### src/rtl/hex_scan_display_pkg.sv
// Shared 7-segment constants for the hex scan display and the LFSR display path.
// Segment bytes are packed a..g,dp in bits 7..0, active-high.
package hex_scan_display_pkg;

  localparam logic [7:0] SEG_OFF = 8'h00;

  localparam int SEG_A  = 7;
  localparam int SEG_B  = 6;
  localparam int SEG_C  = 5;
  localparam int SEG_D  = 4;
  localparam int SEG_E  = 3;
  localparam int SEG_F  = 2;
  localparam int SEG_G  = 1;
  localparam int SEG_DP = 0;

  // Entry n is the glyph for hex digit n; the dp bit is always 0 here.
  localparam logic [0:15][7:0] SEG_TABLE = {
    8'hFC, 8'h60, 8'hDA, 8'hF2, 8'h66, 8'hB6, 8'hBE, 8'hE0,
    8'hFE, 8'hF6, 8'hEE, 8'h3E, 8'h9C, 8'h7A, 8'h9E, 8'h8E
  };

endpackage

### src/rtl/hex_scan_display_decode.sv
// Combinational hex nibble to 7-segment decoder with decimal point.
module hex7seg_decode
  import hex_scan_display_pkg::*;
(
  input  logic [3:0] i_nib,
  input  logic       i_dp,
  output logic [7:0] o_seg
);

  always_comb begin
    o_seg         = SEG_TABLE[i_nib];
    o_seg[SEG_DP] = i_dp;
  end

endmodule

### src/rtl/hex_scan_display.sv
// Time-multiplexed hex display: one digit per SCAN_DIV clocks, new values
// are held pending and only swapped in at a frame boundary.
module hex_scan_display
  import hex_scan_display_pkg::*;
#(
  parameter  int NDIG     = 2,
  parameter  int SCAN_DIV = 50000,
  parameter  bit BLANK_LZ = 1'b0,
  localparam int DATA_W   = 4*NDIG
) (
  input  logic              clk,
  input  logic              rst,
  input  logic              in_valid,
  output logic              in_ready,
  input  logic [DATA_W-1:0] in_data,
  input  logic [NDIG-1:0]   in_dp,
  input  logic              blank,
  output logic [7:0]        seg,
  output logic [NDIG-1:0]   an,
  output logic              frame_done
);

  localparam int CNT_W = $clog2(SCAN_DIV);
  localparam int IDX_W = (NDIG > 1) ? $clog2(NDIG) : 1;

  logic [CNT_W-1:0]  r_cnt;
  logic [IDX_W-1:0]  r_idx;
  logic [DATA_W-1:0] r_shown, r_pend;
  logic [NDIG-1:0]   r_shown_dp, r_pend_dp;
  logic              r_pend_v;
  logic [7:0]        r_seg;
  logic [NDIG-1:0]   r_an;
  logic              r_frame_done;

  logic                  w_tick, w_frame_end, w_accept;
  logic [NDIG-1:0][7:0]  w_lane_seg;
  logic [NDIG-1:0]       w_an_nxt;

  assign w_tick      = (r_cnt == CNT_W'(SCAN_DIV-1));
  assign w_frame_end = w_tick && (r_idx == IDX_W'(NDIG-1));
  assign in_ready    = !r_pend_v || w_frame_end;
  assign w_accept    = in_valid && in_ready;

  // Every digit is decoded in parallel; the scan index just picks a lane.
  for (genvar g = 0; g < NDIG; g++) begin : g_lane
    logic       w_lz;
    logic [7:0] w_dec;
    if (g == 0 || !BLANK_LZ) begin : g_nolz
      assign w_lz = 1'b0;
    end else begin : g_lz
      assign w_lz = (r_shown[DATA_W-1:4*g] == '0);
    end
    hex7seg_decode u_dec (
      .i_nib (r_shown[4*g +: 4]),
      .i_dp  (r_shown_dp[g]),
      .o_seg (w_dec)
    );
    assign w_lane_seg[g] = w_lz ? SEG_OFF : w_dec;
  end

  always_comb begin
    w_an_nxt        = '0;
    w_an_nxt[r_idx] = 1'b1;
  end

  always_ff @(posedge clk or negedge rst) begin
    if (!rst) begin
      r_cnt <= '0;
      r_idx <= '0;
    end else begin
      r_cnt <= w_tick ? '0 : r_cnt + 1'b1;
      if (w_tick) r_idx <= (r_idx == IDX_W'(NDIG-1)) ? '0 : r_idx + 1'b1;
    end
  end

  // A frame-end swap and a same-cycle accept can coexist: pending reloads.
  always_ff @(posedge clk or negedge rst) begin
    if (!rst) begin
      r_shown    <= '0;
      r_shown_dp <= '0;
      r_pend     <= '0;
      r_pend_dp  <= '0;
      r_pend_v   <= 1'b0;
    end else begin
      if (w_frame_end && r_pend_v) begin
        r_shown    <= r_pend;
        r_shown_dp <= r_pend_dp;
      end
      if (w_accept) begin
        r_pend    <= in_data;
        r_pend_dp <= in_dp;
        r_pend_v  <= 1'b1;
      end else if (w_frame_end) begin
        r_pend_v  <= 1'b0;
      end
    end
  end

  always_ff @(posedge clk or negedge rst) begin
    if (!rst) begin
      r_seg        <= SEG_OFF;
      r_an         <= '0;
      r_frame_done <= 1'b0;
    end else begin
      r_seg        <= blank ? SEG_OFF : w_lane_seg[r_idx];
      r_an         <= blank ? '0 : w_an_nxt;
      r_frame_done <= w_frame_end;
    end
  end

  assign seg        = r_seg;
  assign an         = r_an;
  assign frame_done = r_frame_done;

endmodule
### config.mk
export PLATFORM = sky130hd
export DESIGN_NAME = hex_scan_display
export DESIGN_NICKNAME = d
export VERILOG_FILES = /design/src/rtl/hex_scan_display_pkg.sv /design/src/rtl/hex_scan_display_decode.sv /design/src/rtl/hex_scan_display.sv
export SDC_FILE = /design/constraint.sdc
export NUM_CORES = 1
export LEC_CHECK = 0
export CORE_MARGIN = 2
export CORE_UTILIZATION = 57
export DETAILED_ROUTE_END_ITERATION = 16
export PLACE_DENSITY = 0.8
export SYNTH_ARGS = -nofsm -noshare
export SYNTH_HDL_FRONTEND = slang
export SYNTH_HIERARCHICAL = 1
export SYNTH_SLANG_ARGS = --single-unit
### constraint.sdc
create_clock -name clk -period 2.31 [get_ports clk]
set_clock_uncertainty 0.05 [all_clocks]
set_input_delay 0.462 -clock clk [delete_from_list [all_inputs] [get_ports clk]]
set_output_delay 0.462 -clock clk [all_outputs]
set_load 0.01 [all_outputs]
==> impl_metrics.py, run 1 <==
metrics = {
    "status": {
        "outcome": "complete, but fails checks",
        "violations": "negative setup slack",
    },
    "worst_hold_path": {
        "min_path_type": "input port to asynchronous set/reset pin",
    },
    "timing": {
        "worstMarginPinSlew_ps": 479.6,
        "fin_crit_ps": 2320,
        "fin_crit_sh_pct": 100.4,
        "slew_violations": 0,
        "finalHoldViolations": 0,
        "rsz0062_at_grt": "yes",
        "fin_ws_ps": -9.903,
        "setup_viol": 1,
        "fmax_mhz": 431.1,
        "slew_headroom_pct": 68.03,
    },
    "synth": {
        "synth_commonest_cells": "49 x dfrtp_1, 26 x mux2_2, 19 x nor2_1",
        "synth_cell_type_count": 37,
        "syn_nets": 245,
        "syn_area_mm2": 0.002599,
        "yosys_warnings": 6,
        "ys_top_cells_by_area": "dfrtp_1 47%, mux2_2 11%, ha_1 7.2%",
        "synth_edf_count": 0,
        "syn_avg_cell_area_um2": 12.03,
        "synth_ff_type": "dfrtp_1",
        "synth_seq_area_share_pct": 47.18,
        "synth_top_area_share_pct": 47.18,
        "yosys.area.top_type": "dfrtp_1",
        "ys_ff_latch": 49,
        "async_flop_share_pct": 100.0,
        "postSynthCellCount": 216,
        "yosysMostFrequentCell": "dfrtp_1",
    },
    "pwr": {
        "finalPower_mw": 1.483,
        "power.leakage_nw": 1.458,
        "powerDensity_mw_per_mm2": 470.8,
        "ir_drop_uv": 406.4,
    },
    "detailed_routing": {
        "drt_wl_total_mm": 4.448,
        "post-route-drc-count": 0,
        "postRouteAntennaNets": 0,
        "routedWlPerCell_um": 14.03,
        "first_pass_iters": 4,
        "avgViaCountPerCell": 5.293,
        "vias": 1678,
        "drt_iter0_drc": 79,
    },
    "job": {
        "cap_viol_max_count": 0,
    },
    "grt": {
        "grt.met1_usage_pct": 27.98,
        "grt_max_degree": 50,
        "grt_pass1_vias": 1690,
        "grt_usage_pct": 20.01,
        "gr-usage-met2_pct": 29.84,
        "grt_overflow": 0,
        "antenna_found_initial": 0,
        "grt_pass1_wl_mm": 7.824,
        "top_usage_layer": "met2",
        "gr-usage-met3_pct": 6.892,
    },
    "finish": {
        "fin_util_pct": 71.83,
        "antennaDiodeCount": 0,
        "fin_area_mm2": 0.003149,
        "nets": 293,
        "drive_above_1_share_pct": 25.66,
        "fill_cells": 326,
        "instances_no_fill": 317,
        "synthToLayoutAreaGrowth_pct": 21.18,
    },
    "clock_tree": {
        "cts_buffers": 5,
        "postCtsHoldBufs": 0,
        "cts_root_buf": "clkbuf_8",
        "insertion_delay_ps": 300,
        "h-tree-depth": 2,
        "cts_num_sinks": 49,
        "clk_pin_slew_ps": 90,
        "clockBufferDepth": 2,
        "cts_tree": "done",
    },
    "placement": {
        "place_ws_ps": -105.0,
        "place_area_mm2": 0.003034,
        "place_congestion": 0.8129,
        "hpwl_mm": 3.259,
        "dp.cells": 307,
        "portBuffers": 25,
    },
    "floorplan": {
        "ios": 26,
        "design.die.area_mm2": 0.005115,
        "fp.dieH_um": 71.52,
        "die_w_um": 71.52,
        "start_util_pct": 59.28,
        "core.rowCount": 24,
        "core_area_mm2": 0.004384,
    },
    "critical_path": {
        "cp.required_ps": 1800,
        "path_cells": "or4bb_4, o41ai_4, buf_2",
        "rr_worst_depth": 6,
        "r2r_setup_slack_ps": 170,
        "reg2reg_to": "r_cnt[11]$_DFF_PN0_",
        "cp-start-kind": "flop",
        "crit_fanout": 2,
        "timing.rr.start": "r_cnt[12]$_DFF_PN0_",
        "worst_path_max_delay_cell": "or4bb_4",
        "critPathKind": "flop to output pin",
        "arrival_ps": 1810,
        "max_stage_delay_ps": 570,
        "critPathCaptureType": "output pin",
    },
}
-- critical path, delay by kind of cell, from the launching register on --
kind / cells / cell delay, ps
buffers and inverters: 1 / 180
AND/OR/NAND/NOR: 1 / 570
AO/OA/AOI/OAI: 1 / 360
flip-flops: 1 / 390
-- layout make-up --
type                       count  area, um^2  share of cell area (%)
multi-input combinational    148        1275                   40.48
sequential                    49        1226                   38.94
timing repair buffer          50       440.4                   13.98
clock buffer                   7       96.34                   3.059
tap                           52       65.06                   2.066
inverter                      10       37.54                   1.192
clock inverter                 1       8.758                  0.2781
-- where the power goes --
| group | switching, mW | total, mW | internal [mW] |
|---|---|---|---|
| Sequential | 0.00144 | 0.864 | 0.863 |
| Clock | 0.280 | 0.557 | 0.277 |
| Combinational | 0.0276 | 0.0614 | 0.0338 |
| Total | 0.309 | 1.48 | 1.17 |
-- state kept, by name, summed over array words and instances (netlist names) --
| name | cells |
|---|---|
| an | 2 |
| frame_done | 1 |
| r_cnt | 16 |
| r_idx | 1 |
| r_pend | 8 |
| r_pend_dp | 2 |
| r_pend_v | 1 |
| r_shown | 8 |
| r_shown_dp | 2 |
| seg | 8 |
-- how the worst max path moves through the flow --
| stage | cells past startpoint | startpoint | slack, ps | to |
|---|---|---|---|---|
| after floorplan | 4 | r_cnt[12]$_DFF_PN0_ | 230 | r_pend[0]$_DFFE_PN0P_ |
| after global placement | 3 | r_cnt[12]$_DFF_PN0_ | -90 | in_ready |
| after CTS | 3 | r_cnt[7]$_DFF_PN0_ | -10 | in_ready |
| after global routing | 3 | r_cnt[5]$_DFF_PN0_ | -50 | in_ready |
| final | 3 | r_cnt[12]$_DFF_PN0_ | -10 | in_ready |
| after detailed placement | 3 | r_cnt[12]$_DFF_PN0_ | -110 | in_ready |
-- cell usage in the layout, fill, tap and decap left out, types with 4 or more instances in the layout --
cell type / netlist / layout
xnor2_1: 4 / 4
nand2_1: 7 / 7
clkbuf_8: 0 / 7
nor2b_1: 4 / 4
mux2_2: 26 / 26
or2b_1: 4 / 4
ha_1: 15 / 15
xor2_1: 9 / 9
dfrtp_1: 49 / 49
nor3_1: 5 / 5
clkdlybuf4s50_1: 0 / 23
inv_1: 10 / 10
mux2i_1: 13 / 13
buf_4: 2 / 24
nand4_1: 7 / 7
nor2_1: 19 / 19
nor4_1: 5 / 5
a21oi_1: 6 / 6
-- repair_timing --
item,in CTS,in global routing
buffers inserted,2,0
gates resized for setup,4,0
endpoints found under the setup margin,1,1
pin swaps,2,1
-- metal layers --
metal	up-vias	routed length [um]
met5	-	0
met4	0	34
met3	4	203
met2	32	2043
met1	787	2167
li1	855	-
-- kinds of logic (layout without fill, tap and decap cells) --
kind of cell               count (synthesis)  count (layout)  share of synthesized area [%]
AOI/OAI and AO/OA                         13              13                          4.382
xor gates and xnor gates                  13              13                          4.381
adders and majority gates                 15              15                          7.222
buffers and inverters                     19              68                          3.755
DFF                                       49              49                          47.18
muxes                                     42              42                          18.87
and+or+nand+nor                           65              65                          14.20
-- per-stage QoR --
step | setup TNS (ps) | hold WS [ps]
after detailed placement | -105.0 | 408.1
after global routing | -51.75 | 93.96
after floorplan | 0 | 116.4
after global placement | -91.12 | 398.4
final | -9.903 | 78.10
after CTS | -13.99 | 87.64
Power figures use the tool's default switching activity.
==> run 2, diff against run 1 <==
--- a/config.mk
+++ b/config.mk
@@ -9,6 +9,7 @@
 export CORE_UTILIZATION = 57
 export DETAILED_ROUTE_END_ITERATION = 16
 export PLACE_DENSITY = 0.8
+export SKIP_LAST_GASP = 1
 export SYNTH_ARGS = -nofsm -noshare
 export SYNTH_HDL_FRONTEND = slang
 export SYNTH_HIERARCHICAL = 1
==> constraint.sdc (replaced) <==
create_clock -name clk -period 2.5 [get_ports clk]
set_clock_uncertainty 0.05 [all_clocks]
set_input_delay 0.5 -clock clk [delete_from_list [all_inputs] [get_ports clk]]
set_output_delay 0.5 -clock clk [all_outputs]
set_load 0.01 [all_outputs]
==> impl_metrics.py, run 2 (synthesis gave the netlist of run 1 again) <==
metrics = {
    "finish": {
        "final_common_cell": "dfrtp_1",
        "synthToLayoutAreaGrowth_pct": 18.30,
        "top_register": "r_cnt",
        "largest_reg_flops": 16,
        "drive_above_1_share_pct": 22.75,
        "nets": 283,
        "antennaDiodeCount": 0,
        "fin_area_mm2": 0.003074,
        "final_cell_mix": "49 x dfrtp_1, 26 x mux2_2, 23 x clkdlybuf4s50_1",
    },
    "detailed_routing": {
        "avgViaCountPerCell": 5.518,
        "vias": 1694,
        "post-route-drc-count": 0,
        "drt_iter0_drc": 211,
        "postRouteAntennaNets": 0,
        "first_pass_iters": 4,
        "drt_wl_total_mm": 4.480,
        "routedWlPerCell_um": 14.59,
    },
    "timing": {
        "fin_ws_ps": 106.8,
        "slew_violations": 0,
        "hold_slack_ps": 110.2,
        "finalHoldViolations": 0,
        "rsz0062_at_grt": "no",
        "finalSetupTns_ps": 0,
        "fin_crit_sh_pct": 95.73,
        "fin_crit_ps": 2393,
        "setup_viol": 0,
        "fmax_mhz": 417.8,
        "slew_headroom_pct": 66.13,
        "worstMarginPinSlew_ps": 508.1,
    },
    "grt": {
        "gr-usage-met2_pct": 30.56,
        "grt_pass1_wl_mm": 8.059,
        "grt_overflow": 0,
        "top_usage_layer": "met2",
        "gr-usage-met3_pct": 5.204,
        "grt.met1_usage_pct": 28.79,
        "grt_max_degree": 29,
        "grt_pass1_vias": 1716,
        "antenna_found_initial": 0,
        "grt_usage_pct": 20.13,
    },
    "critical_path": {
        "crit_fanout": 4,
        "max_stage_delay_ps": 580,
        "critPathCaptureType": "output pin",
        "path_cells": "or4bb_4, o41ai_4, buf_2",
        "r2r_setup_slack_ps": 250,
        "critPathKind": "flop to output pin",
        "arrival_ps": 1840,
        "cp.required_ps": 1950,
        "worst_path_max_delay_cell": "or4bb_4",
        "cp-start-kind": "flop",
    },
    "worst_hold_path": {
        "min_path_type": "input port to asynchronous set/reset pin",
    },
    "clock_tree": {
        "postCtsHoldBufs": 0,
        "cts_num_sinks": 49,
        "cts_resized": 4,
        "cts_tree": "done",
        "cts_root_buf": "clkbuf_8",
        "clk_pin_slew_ps": 90,
        "h-tree-depth": 2,
        "clockBufferDepth": 2,
        "cts_setup_buffers": 0,
        "cts_buffers": 5,
        "insertion_delay_ps": 300,
    },
    "floorplan": {
        "die_w_um": 71.52,
        "core_area_mm2": 0.004384,
        "design.die.area_mm2": 0.005115,
        "core.rowCount": 24,
        "ios": 26,
        "fp.dieH_um": 71.52,
        "start_util_pct": 59.28,
    },
    "placement": {
        "place_congestion": 0.8431,
        "hpwl_mm": 3.413,
        "place_ws_ps": 8.110,
        "place_area_mm2": 0.002974,
        "portBuffers": 25,
    },
    "pwr": {
        "finalPower_mw": 1.374,
        "ir_drop_uv": 350.0,
        "power.leakage_nw": 1.407,
        "powerDensity_mw_per_mm2": 446.9,
    },
    "job": {
        "cap_viol_max_count": 0,
    },
    "status": {
        "outcome": "completed",
    },
}
## run 2: changes by cell type in the layout (fill, tap and decap cells not counted), sizes merged
cell,previous run,this run
buf,27,17
## run 2: report_power, final
group | switching, mW | internal, mW
clock network | 0.262 | 0.256
registers | 0.00131 | 0.797
logic | 0.0262 | 0.0310
## run 2: critical path, delay by kind of cell (launching register included)
kind / cells / cell delay [ps]
simple gates: 1 / 580
flops: 1 / 390
compound gates: 1 / 390
buf+inv: 1 / 190
## run 2: area by class of cell
| type | count | area [um^2] |
|---|---|---|
| Tap cell | 52 | 65.06 |
| Timing Repair Buffer | 40 | 365.4 |
| Inverter | 10 | 37.54 |
| Multi-Input combinational cell | 148 | 1275 |
| Clock buffer | 7 | 96.34 |
| Clock inverter | 1 | 8.758 |
| Sequential cell | 49 | 1226 |
| Fill cell | 318 | 1310 |
## run 2: per-layer routing
layer / vias up / wire length, um / part of all wire, %
met4: 0 / 56 / 1.3
li1: 833 / - / -
met3: 6 / 246 / 5.5
met1: 808 / 2167 / 48
met5: - / 0 / 0
met2: 47 / 2009 / 45
## run 2: worst paths after layout
path,start,depth (start not counted),to
max,r_cnt[12]$_DFF_PN0_,3,in_ready
min,rst,1,seg[3]$_DFF_PN0_
max reg2reg,r_cnt[10]$_DFF_PN0_,5,r_shown[1]$_DFFE_PN0P_
min reg2reg,r_cnt[0]$_DFF_PN0_,1,r_cnt[0]$_DFF_PN0_
max in group asynchronous,rst,2,r_cnt[12]$_DFF_PN0_
min in group clk,r_cnt[0]$_DFF_PN0_,1,r_cnt[0]$_DFF_PN0_
## run 2: metrics by stage
step           util (%)  std cells
2_1_floorplan         -        216
4_1_cts           70.12        307
6_report          70.12        307
3_3_place_gp      67.84        299
5_1_grt           70.12        307
3_5_place_dp      67.84        299
